## config.mk

```make
export PLATFORM = sky130hd
export DESIGN_NAME = shift_left_pipelined
export DESIGN_NICKNAME = d
export VERILOG_FILES = /design/src/rtl/shift_left_pipelined.sv
export SDC_FILE = /design/constraint.sdc
export NUM_CORES = 1
export LEC_CHECK = 0
export CORE_MARGIN = 2
export CORE_UTILIZATION = 49
export DETAILED_ROUTE_END_ITERATION = 7
export GPL_ROUTABILITY_DRIVEN = 0
export GPL_TIMING_DRIVEN = 0
export PLACE_DENSITY = 0.72
export SLEW_MARGIN = 10
export SYNTH_ARGS = -nofsm -noshare
export SYNTH_HDL_FRONTEND = slang
export SYNTH_SLANG_ARGS = --single-unit
```

## constraint.sdc

```tcl
create_clock -name clk -period 2.8 [get_ports clk]
set_input_delay 0.28 -clock clk [delete_from_list [all_inputs] [get_ports clk]]
set_output_delay 0.28 -clock clk [all_outputs]
set_load 0.1 [all_outputs]
```

## src/rtl/shift_left_pipelined.sv

```systemverilog
// Pipelined logarithmic left shifter: stage k shifts by 2^k when amt[k] is set,
// with zero fill or rotate chosen per beat, and valid/ready on both sides.
module shift_left_pipelined #(
  parameter int unsigned WIDTH = 16
) (
  input  logic                       clk,
  input  logic                       rst,
  input  logic                       in_valid,
  output logic                       in_ready,
  input  logic [WIDTH-1:0]           in_data,
  input  logic [$clog2(WIDTH)-1:0]   in_amt,
  input  logic                       in_rot,
  output logic                       out_valid,
  input  logic                       out_ready,
  output logic [WIDTH-1:0]           out_data
);

  localparam int unsigned AMT_W = $clog2(WIDTH);

  logic [AMT_W-1:0] r_valid;
  logic [WIDTH-1:0] r_data [AMT_W];
  logic [AMT_W-1:0] r_amt  [AMT_W];
  logic [AMT_W-1:0] r_rot;

  logic [AMT_W-1:0] w_src_valid;
  logic [WIDTH-1:0] w_src_data [AMT_W];
  logic [AMT_W-1:0] w_src_amt  [AMT_W];
  logic [AMT_W-1:0] w_src_rot;
  logic [WIDTH-1:0] w_shift    [AMT_W];
  logic [AMT_W-1:0] w_adv;
  logic             w_run;

  // Upstream view of each stage and the value it would load
  always_comb begin
    w_src_valid[0] = in_valid;
    w_src_data[0]  = in_data;
    w_src_amt[0]   = in_amt;
    w_src_rot[0]   = in_rot;
    for (int unsigned k = 1; k < AMT_W; k++) begin
      w_src_valid[k] = r_valid[k-1];
      w_src_data[k]  = r_data[k-1];
      w_src_amt[k]   = r_amt[k-1];
      w_src_rot[k]   = r_rot[k-1];
    end
    for (int unsigned k = 0; k < AMT_W; k++) begin
      w_shift[k] = w_src_data[k];
      if (w_src_amt[k][k]) begin
        if (w_src_rot[k]) begin
          w_shift[k] = (w_src_data[k] << (32'd1 << k)) |
                       (w_src_data[k] >> (WIDTH - (32'd1 << k)));
        end else begin
          w_shift[k] = w_src_data[k] << (32'd1 << k);
        end
      end
    end
  end

  // Bubble-collapsing advance: a stage moves if it is empty or everything below it moves
  always_comb begin
    w_adv = '0;
    w_run = out_ready;
    for (int unsigned i = 0; i < AMT_W; i++) begin
      w_run = w_run | ~r_valid[AMT_W-1-i];
      w_adv[AMT_W-1-i] = w_run;
    end
  end

  always_ff @(posedge clk) begin
    if (rst) begin
      r_valid <= '0;
      r_rot   <= '0;
      for (int unsigned k = 0; k < AMT_W; k++) begin
        r_data[k] <= '0;
        r_amt[k]  <= '0;
      end
    end else begin
      for (int unsigned k = 0; k < AMT_W; k++) begin
        if (w_adv[k]) begin
          r_valid[k] <= w_src_valid[k];
          if (w_src_valid[k]) begin
            r_data[k] <= w_shift[k];
            r_amt[k]  <= w_src_amt[k];
            r_rot[k]  <= w_src_rot[k];
          end
        end
      end
    end
  end

  assign in_ready  = w_adv[0];
  assign out_valid = r_valid[AMT_W-1];
  assign out_data  = r_data[AMT_W-1];

endmodule

```

==> results of run 1 <==
==> worst max-delay path by stage <==
| stage | cells after the start | end | from | slack [ns] |
|---|---|---|---|---|
| floorplan | 3 | r_amt[0][1] | r_valid[3] | 0.32 |
| finish | 4 | in_ready | out_ready | 0.20 |
| detailed placement | 4 | in_ready | out_ready | 0.20 |
| global placement | 4 | in_ready | out_ready | 0.20 |
| CTS | 4 | in_ready | out_ready | 0.19 |
| global route | 4 | in_ready | out_ready | 0.10 |
==> cells by family after synthesis <==
group / Yosys count
buffers and inverters: 22
and+or+nand+nor: 104
DFF: 77
AOI/OAI and AO/OA: 27
muxes: 50
==> final cells by class <==
cell class	instances	area (µm²)
fillers	594	2895
multi-input cells	181	1212
inverters	6	22.52
repair buffers	40	400.4
plain buffers	16	91.34
clock inverters	4	16.27
clock buffers	11	131.4
flip-flops and latches	77	2243
well taps	99	123.9
==> metal layers <==
| layer | wire length (µm) | share of wire | up-vias |
|---|---|---|---|
| met4 | 168 | 0.032 | 0 |
| met2 | 2824 | 0.54 | 55 |
| li1 | - | - | 1102 |
| met3 | 199 | 0.038 | 14 |
| met5 | 0 | 0 | - |
| met1 | 2010 | 0.39 | 959 |
==> power by group through the flow <==
stage	Combinational [mW]	Clock [mW]	Sequential, mW
3_3_place_gp	0.302	0	1.38
6_report	0.304	0.662	1.36
2_1_floorplan	0.144	0	1.45
5_1_grt	0.328	0.717	1.36
4_1_cts	0.307	0.675	1.36
3_5_place_dp	0.305	0	1.38
==> registers in the layout, summed over array words and instances (netlist names) <==
register  cells
r_data       64
r_amt         6
r_valid       4
r_rot         3
==> metrics by stage <==
stage | hold WS [ns] | cells | total power [mW] | utilization
after floorplan | 0.3974 | 280 | 1.597 | -
after global placement | 0.4775 | 419 | 1.679 | 0.5736
after detailed placement | 0.4895 | 419 | 1.687 | 0.5736
after CTS | 0.4212 | 434 | 2.338 | 0.5943
after global routing | 0.4497 | 434 | 2.408 | 0.5943
final | 0.4321 | 434 | 2.322 | 0.5943
==> synth_stat cells <==
cell / n
mux2i_1: 50
nor2_1: 50
buf_12: 1
buf_2: 6
nor2b_1: 8
edfxtp_1: 70
and2_1: 1
nand4b_1: 2
o311ai_0: 1
buf_6: 1
nor2_2: 2
nand3_1: 9
o21ai_2: 1
clkbuf_1: 8
a31oi_1: 1
dfxtp_1: 7
nor2_4: 8
nand2b_1: 12
and4b_1: 1
or3_1: 1
o21ai_0: 1
inv_1: 5
a21oi_1: 20
inv_2: 1
and3_1: 3
nand3b_1: 3
nor3b_1: 1
a21o_1: 3
nand2_1: 3
==> critical path: stages <==
cell	delay, ns
clkdlybuf4s50_1	0.49
and4b_1	0.24
nand2_1	0.15
clkdlybuf4s50_1	1.15
==> reports/metrics.csv, run 1 <==
metric,value,unit
Combinational Power Share,0.131,
post-synthesis adder-cell area fraction,0,
I/O Pins,43,
WHS Endpoint,r_data[0][6],
final setup skew,0.007189,ns
outcome,finished clean,
Synth Cell Area,0.003568,mm²
achievable frequency,384.1,MHz
root buffer cell,clkbuf_8,
RSZ-0062 raised after global routing,no,
Site Rows,31,
antenna violations before repair,0,
Net Sw Frac,0.2496,
Pleak,1.521,nW
Worst Path Max Fanout,5,
"Hold Vio Cnt, Final",0,
Initial Util,0.5000,
reg2reg start,r_valid[2],
largest net degree at the start of global routing,20,
final instance area,0.004242,mm²
met3 Usage GRT,0.03139,
CP endpoint kind,output pin,
DP Wirelength,3988,µm
Fin Setup TNS,0,ns
DP Area,0.004094,mm²
simple logic cell fraction of the synthesized area,0.1571,
internal power,1.742,mW
drt wl/cell,11.99,µm
Yosys top cell area share,0.5891,
largest family of logic cells by synthesized area,simple AND/OR/NAND/NOR gates,
first-pass GRT wire length,8590,µm
post-synthesis instance total,280,
Hold Path Depth,3,
clock transition at the registers of the reported paths,0.07,ns
crit path DAT,2.32,ns
Min-Delay Startpoint,in_amt[0],
H-tree depth,3,
mux share of post-synthesis cell area,0.1403,
core area,0.007137,mm²
GRT busiest layer,met2,
"commonest non-fill, non-tap cell in the layout",edfxtp_1,
DR iter-0 viols,73,
R2R cell count,3,
Die H,89.34,µm
Post-route DRC,0,
ant diodes,0,
Die W,89.34,µm
post-cts resize count,0,
final setup violation count,0,
Synth warnings,0,
CTS Buffer Depth,2,
die area,0.007981,mm²
compound-gate portion of the synthesized area,0.04243,
Post-Syn Area per Cell,12.74,µm²
port bufs,40,
GRT overflow,0,
CTS tree,built,
Critical Path Start Type,input pin,
Area Growth Syn to Fin,18.86,%
vias in the first global route,1981,
worst setup margin,0.1963,ns
number of max-cap violations,0,
layout cell share with drive strength beyond 1,0.09254,
Yosys top cell by area,edfxtp_1,
Place WS,0.2037,ns
reg2reg setup slack,1.11,ns
critical path class,in2out,
Max rail drop VDD,225.5,µV
P per Cell Area,547.4,mW/mm²
# hold bufs at CTS,0,
post-DR vias/cell,4.908,
Synth area leaders,"edfxtp_1 (59%), mux2i_1 (14%), nor2_1 (5.3%)",
fin. max-slew vios,0,
GR Layer Usage met2,0.2707,
vias post-DR,2130,
final antenna-violating net count,0,
fin crit period,2.604,ns
Yosys reg bits,77,
net switching power,0.5794,mW
Reg-to-Reg End,r_data[0][7],
Num CTS Buffers,9,
critical path required time,2.52,ns
Max-Slew Margin vs Limit,0.3546,
worst-margin pin slew,0.9650,ns
routed wire length,5203,µm
clk sinks,77,
post-synth cell types,29,
XOR/XNOR share of the synthesized area,0,
First-pass DRT Iterations,5,
"commonest non-fill, non-tap cells in the layout","edfxtp_1 (70), mux2i_1 (50), nor2_1 (50)",
sequential fraction of the synthesis area,0.6283,
GRT Util Overall,0.1447,
syn_nets,305,
clock power share,0.285,
Skew-Pair Late Insertion Delay,0.34,ns
Sequential Power Share,0.584,
Hold WC Path Type,in2reg,
setup bufs post-CTS,0,
met1 GRT Util,0.1390,
nets,356,
final cycle utilization of the critical path,0.9299,
Note: power is estimated with default switching activity, not from simulation.
==> run 2: changes to the inputs <==
CORE_MARGIN = unset   (was 2)
SETUP_SLACK_MARGIN = 0.5   (was unset)
==> run 2 against run 1 <==
Compared with the run above:
- worst hold slack improved by 0.0010 ns
- clock power grew 56%
- global-route usage increased by 0.91 points
- register-to-register slack better by 0.04 ns
- combinational power barely moved
- routed wire length is 2.7% lower
- critical path type is now reg2out
- critical endpoint is now out_valid
- largest cell class unchanged
- largest power group unchanged
- highest routed layer unchanged
==> reports/metrics.csv, run 2 (synthesis results as in run 1) <==
metric,value,unit,change
"commonest non-fill, non-tap cells in the layout","edfxtp_1 (70), mux2i_1 (50), nor2_1 (50)",,
reg2reg start,r_valid[2],,
H-tree depth,3,,unchanged
Initial Util,0.5167,,+0.01667
Buf/Inv on CP,1,,-1
Worst Path Max Fanout,5,,unchanged
routed wire length,5064,µm,-2.7%
vias post-DR,2119,,-0.52%
number of max-cap violations,0,,unchanged
critical-path cell list,clkdlybuf4s50_1,,
DR iter-0 viols,55,,-25%
Skew-Pair Late Insertion Delay,0.33,ns,about the same
largest net degree at the start of global routing,20,,unchanged
Critical Path Start Type,flop,,
Pleak,1.569,nW,+3.2%
CTS Buffer Depth,2,,unchanged
Die H,87.34,µm,-2.2%
final antenna-violating net count,0,,unchanged
multi-input logic area,0.001215,mm²,+0.21%
antenna violations before repair,0,,unchanged
Min-Delay Startpoint,in_amt[0],,
"Hold Vio Cnt, Final",0,,unchanged
Filler cells,575,,-3.2%
First-pass DRT Iterations,4,,-1
final cycle utilization of the critical path,0.7535,,-0.1764
WHS Endpoint,r_data[0][4],,
critical path class,reg2out,,
# hold bufs at CTS,0,,unchanged
DP Wirelength,3974,µm,-0.34%
final setup skew,0.006821,ns,-0.0003683 ns
GRT Util Overall,0.1539,,+0.009146
nets,356,,unchanged
"Max stage delay cell, worst path",clkdlybuf4s50_1,,
worst setup margin,0.6901,ns,+0.4938 ns
Max-Slew Margin vs Limit,0.3564,,+0.001804
CP max stage delay,1.13,ns,-0.02 ns
I/O Pins,43,,unchanged
cell family with most CP delay,buffers and inverters,,
fin crit period,2.110,ns,-0.4938 ns
R2R cell count,3,,unchanged
critical path required time,2.52,ns,about the same
Site Rows,30,,-3.2%
fin. max-slew vios,0,,unchanged
Area Growth Syn to Fin,21.60,%,
clock transition at the registers of the reported paths,0.07,ns,about the same
reg2reg setup slack,1.15,ns,+0.04 ns
Pwr Total,2.690,mW,+16%
P per Cell Area,619.9,mW/mm²,+13%
Reg-to-Reg End,r_data[0][12],,
final setup violation count,0,,unchanged
register area,0.002243,mm²,unchanged
Top Registers,"r_data x64, r_amt x6, r_valid x4",,
core area,0.006907,mm²,-3.2%
ant diodes,0,,unchanged
die area,0.007627,mm²,-4.4%
layout cell share with drive strength beyond 1,0.1075,,+0.01493
Max rail drop VDD,341.7,µV,+52%
achievable frequency,473.9,MHz,+23%
outcome,finished clean,,
root buffer cell,clkbuf_8,,
CP endpoint kind,output pin,,
Fin Setup TNS,0,ns,unchanged
first-pass GRT wire length,8742,µm,+1.8%
clk sinks,77,,unchanged
max FFs per register,64,,unchanged
GRT overflow,0,,unchanged
Hold WC Path Type,in2reg,,
Num CTS Buffers,9,,unchanged
Place WS,0.2473,ns,+0.04358 ns
Top reg by flops,r_data,,
Die W,87.34,µm,-2.2%
crit path DAT,1.83,ns,-0.49 ns
RSZ-0062 raised after global routing,no,,
post-DR vias/cell,4.916,,+0.18%
CTS tree,built,,
worst hold margin,0.4331,ns,+0.001017 ns
Hold Path Depth,3,,unchanged
Post-route DRC,0,,unchanged
"commonest non-fill, non-tap cell in the layout",edfxtp_1,,
port bufs,40,,unchanged
drt wl/cell,11.75,µm,-2.0%
vias in the first global route,2006,,+1.3%
worst-margin pin slew,0.9623,ns,-0.002697 ns
==> run 2: cell count changes in the layout (fill, tap and decap cells not counted) <==
| cell | delta |
|---|---|
| clkbuf_2 | +1 |
| clkbuf_1 | -1 |
| nand2_2 | +1 |
| clkinv_1 | -2 |
| bufinv_16 | +4 |
| clkinv_2 | -1 |
| nand2_1 | -1 |
| clkdlybuf4s50_1 | -1 |
==> run 2: worst max path at each step <==
stage / from / endpoint / slack (ns) / cells after the start
6_report: r_valid[3] / out_valid / 0.69 / 1
5_1_grt: r_valid[3] / out_valid / 0.65 / 1
4_1_cts: out_ready / in_ready / 0.52 / 4
3_5_place_dp: out_ready / in_ready / 0.25 / 4
3_3_place_gp: out_ready / in_ready / 0.24 / 4
2_1_floorplan: r_valid[3] / r_amt[0][1] / 0.63 / 3
==> run 2: area by class of cell <==
cell class	instances	share of cell area
clock inverters	5	0.02855
plain buffers	16	0.02105
multi-input cells	181	0.2800
repair buffers	40	0.09112
well taps	96	0.02768
inverters	6	0.005190
clock buffers	10	0.02941
flip-flops and latches	77	0.5170
==> run 2: what timing repair did <==
item                                   in CTS  in global routing
gates resized for setup                     1                  2
setup endpoints to repair                   1                  1
cloned                                      0                  0
endpoints found under the hold margin       0                  0
setup buffers                               0                  0
==> run 2: per-layer routing <==
layer / GRT usage / part of all wire / vias to the layer above
met4: 0.07750 / 0.024 / 0
met1: 0.1604 / 0.38 / 951
met2: 0.2841 / 0.55 / 54
met3: 0.03981 / 0.040 / 11
met5: 0 / 0 / -
li1: - / - / 1103
==> run 2: per-stage QoR <==
step                        util  cells  area (µm²)
final                     0.6283    431        4339
after global routing      0.6283    431        4339
after CTS                 0.6288    431        4343
after detailed placement  0.5926    416        4093
after global placement    0.5926    416        4093
after floorplan                -    280        3572
==> run 2: worst reg2reg max path: cells and delay by family (launching register included) <==
kind            cells  cell delay (ns)
compound gates      1             0.55
simple gates        2             0.37
flops               1             0.35
==> run 2: power by group <==
part / internal (mW) / switching (mW)
Combinational: 0.112 / 0.191
Sequential: 1.32 / 0.0323
Clock: 0.675 / 0.357
==> run 3: changes to the inputs <==
clock period = 2 ns   (was 2.8 ns; I/O delays follow)
==> run 3 against run 2 <==
Compared with the run above:
- global-route usage rose by 1.2 points
- clock-buffer cell count is 1 lower
- die area unchanged
- critical path depth grew 2
- cell count grew 2.8%
- final area grew 4.9%
- routed wire length rose by 11%
- sequential power is 41% higher
- register-to-register slack lost 0.68 ns
- worst hold slack lost 0.18 ns
- worst setup slack lost 0.22 ns
- largest cell class unchanged
- largest power group unchanged
==> reports/metrics.csv, run 3 (synthesis results as in run 1) <==
metric,value,unit,change
outcome,finished clean,,
final setup skew,0.008696,ns,+0.001875 ns
drt wl/cell,12.65,µm,+7.7%
Hold WC Path Type,in2reg,,
first-pass GRT wire length,9390,µm,+7.4%
reg2reg setup slack,0.47,ns,-0.68 ns
port bufs,40,,unchanged
critical path required time,1.80,ns,-0.72 ns
antenna violations before repair,0,,unchanged
CTS tree,built,,
First-pass DRT Iterations,4,,unchanged
max FFs per register,64,,unchanged
layout cell share with drive strength beyond 1,0.2507,,+0.1433
cell family with most CP delay,simple AND/OR/NAND/NOR gates,,
Filler cells,520,,-9.6%
multi-input logic area,0.001303,mm²,+7.2%
GRT overflow,0,,unchanged
fin. max-slew vios,0,,unchanged
Site Rows,30,,unchanged
final instance area,0.004552,mm²,+4.9%
Buf/Inv on CP,1,,unchanged
Top reg by flops,r_data,,
Worst Path Max Fanout,6,,+1
clk sinks,77,,unchanged
Critical Path Start Type,flop,,
clock transition at the registers of the reported paths,0.07,ns,about the same
CP endpoint kind,output pin,,
core area,0.006907,mm²,unchanged
Num CTS Buffers,9,,unchanged
P per Cell Area,790.1,mW/mm²,+27%
Die W,87.34,µm,unchanged
final antenna-violating net count,0,,unchanged
largest net degree at the start of global routing,20,,unchanged
Skew-Pair Late Insertion Delay,0.34,ns,about the same
H-tree depth,3,,unchanged
"commonest non-fill, non-tap cell in the layout",edfxtp_1,,
critical-path cell list,"and4b_2, nand2_8, buf_6",,
root buffer cell,clkbuf_8,,
vias in the first global route,2060,,+2.7%
Area Growth Syn to Fin,27.56,%,
I/O Pins,43,,unchanged
Die H,87.34,µm,unchanged
dpl cells,416,,unchanged
ant diodes,0,,unchanged
DR iter-0 viols,94,,+71%
RSZ-0062 raised after global routing,yes,,
CP startpoint,r_valid[2],,
Post-route DRC,0,,unchanged
"Max stage delay cell, worst path",dfxtp_2,,
Pleak,1.663,nW,+6.0%
Top Registers,"r_data x64, r_amt x6, r_valid x4",,
Max-Slew Margin vs Limit,0.6362,,+0.2798
"commonest non-fill, non-tap cells in the layout","edfxtp_1 (70), mux2i_1 (47), nor2_1 (47)",,
DP Area,0.004129,mm²,+0.89%
crit path DAT,1.33,ns,-0.50 ns
register area,0.002252,mm²,+0.39%
vias post-DR,2182,,+3.0%
number of max-cap violations,0,,unchanged
final cycle utilization of the critical path,0.7625,,
final setup violation count,0,,unchanged
DP Wirelength,4076,µm,+2.6%
# hold bufs at CTS,0,,unchanged
Max rail drop VDD,449.2,µV,+31%
achievable frequency,655.7,MHz,
routed wire length,5606,µm,+11%
post-DR vias/cell,4.926,,+0.18%
nets,367,,+3.1%
Initial Util,0.5167,,unchanged
Min-Delay Startpoint,out_ready,,
critical path class,reg2out,,
reg2reg start,r_valid[1],,
"Hold Vio Cnt, Final",0,,unchanged
Finished Layout Cells,443,,+2.8%
GRT Util Overall,0.1661,,+0.01221
CTS Buffer Depth,2,,unchanged
die area,0.007627,mm²,unchanged
Pwr Total,3.596,mW,+34%
CP max stage delay,0.38,ns,-0.75 ns
worst-margin pin slew,0.5457,ns,-0.4166 ns
fin crit period,1.525,ns,
run 3: area by class of cell:
type,instances,area share
buffer,16,0.02364
clock buffer,9,0.02721
clock inverter,7,0.01979
inverter,6,0.004948
multi-input combinational,181,0.2861
sequential,77,0.4948
tap,96,0.02639
timing repair buffer,51,0.1171
run 3: worst register-to-register path: stages (launching register included):
cell     delay [ns]
dfxtp_4        0.35
and4b_2        0.30
or3_4          0.36
buf_6          0.15
buf_6          0.13
a21oi_2        0.09
run 3: layer usage:
layer	track usage	share of wire	vias to the layer above
li1	-	-	1130
met5	0	0	-
met4	0.1252	0.030	0
met3	0.02559	0.034	12
met1	0.1763	0.38	972
met2	0.2962	0.55	68
run 3: through the flow:
step                hold slack [ns]  utilization  setup slack, ns  setup TNS [ns]
detailed placement           0.4966       0.5978          -0.4080         -0.4080
floorplan                    0.3174            -           0.3573               0
CTS                          0.3362       0.6458           0.2767               0
finish                       0.2548       0.6591           0.4749               0
global route                 0.2926       0.6591           0.4258               0
global placement             0.4719       0.5978          -0.4111         -0.4111
run 3: worst paths after layout:
check | endpoint | cells after the start
setup / recovery | in_ready | 3
hold reg to reg | r_valid[3] | 2
setup reg to reg | r_data[1][1] | 5
hold / removal | r_valid[2] | 3
run 3: power breakdown:
part	total [mW]	internal (mW)	switching [mW]
logic	0.460	0.177	0.284
clock network	1.24	0.696	0.544
registers	1.90	1.85	0.0479
total	3.60	2.72	0.876
run 3: repair_timing:
item / 4_1_cts / 5_1_grt
pin swaps: 4 / 6
resized for setup: 66 / 28
cloned: 2 / 0
buffers inserted: 5 / 4
setup endpoints to repair: 46 / 88
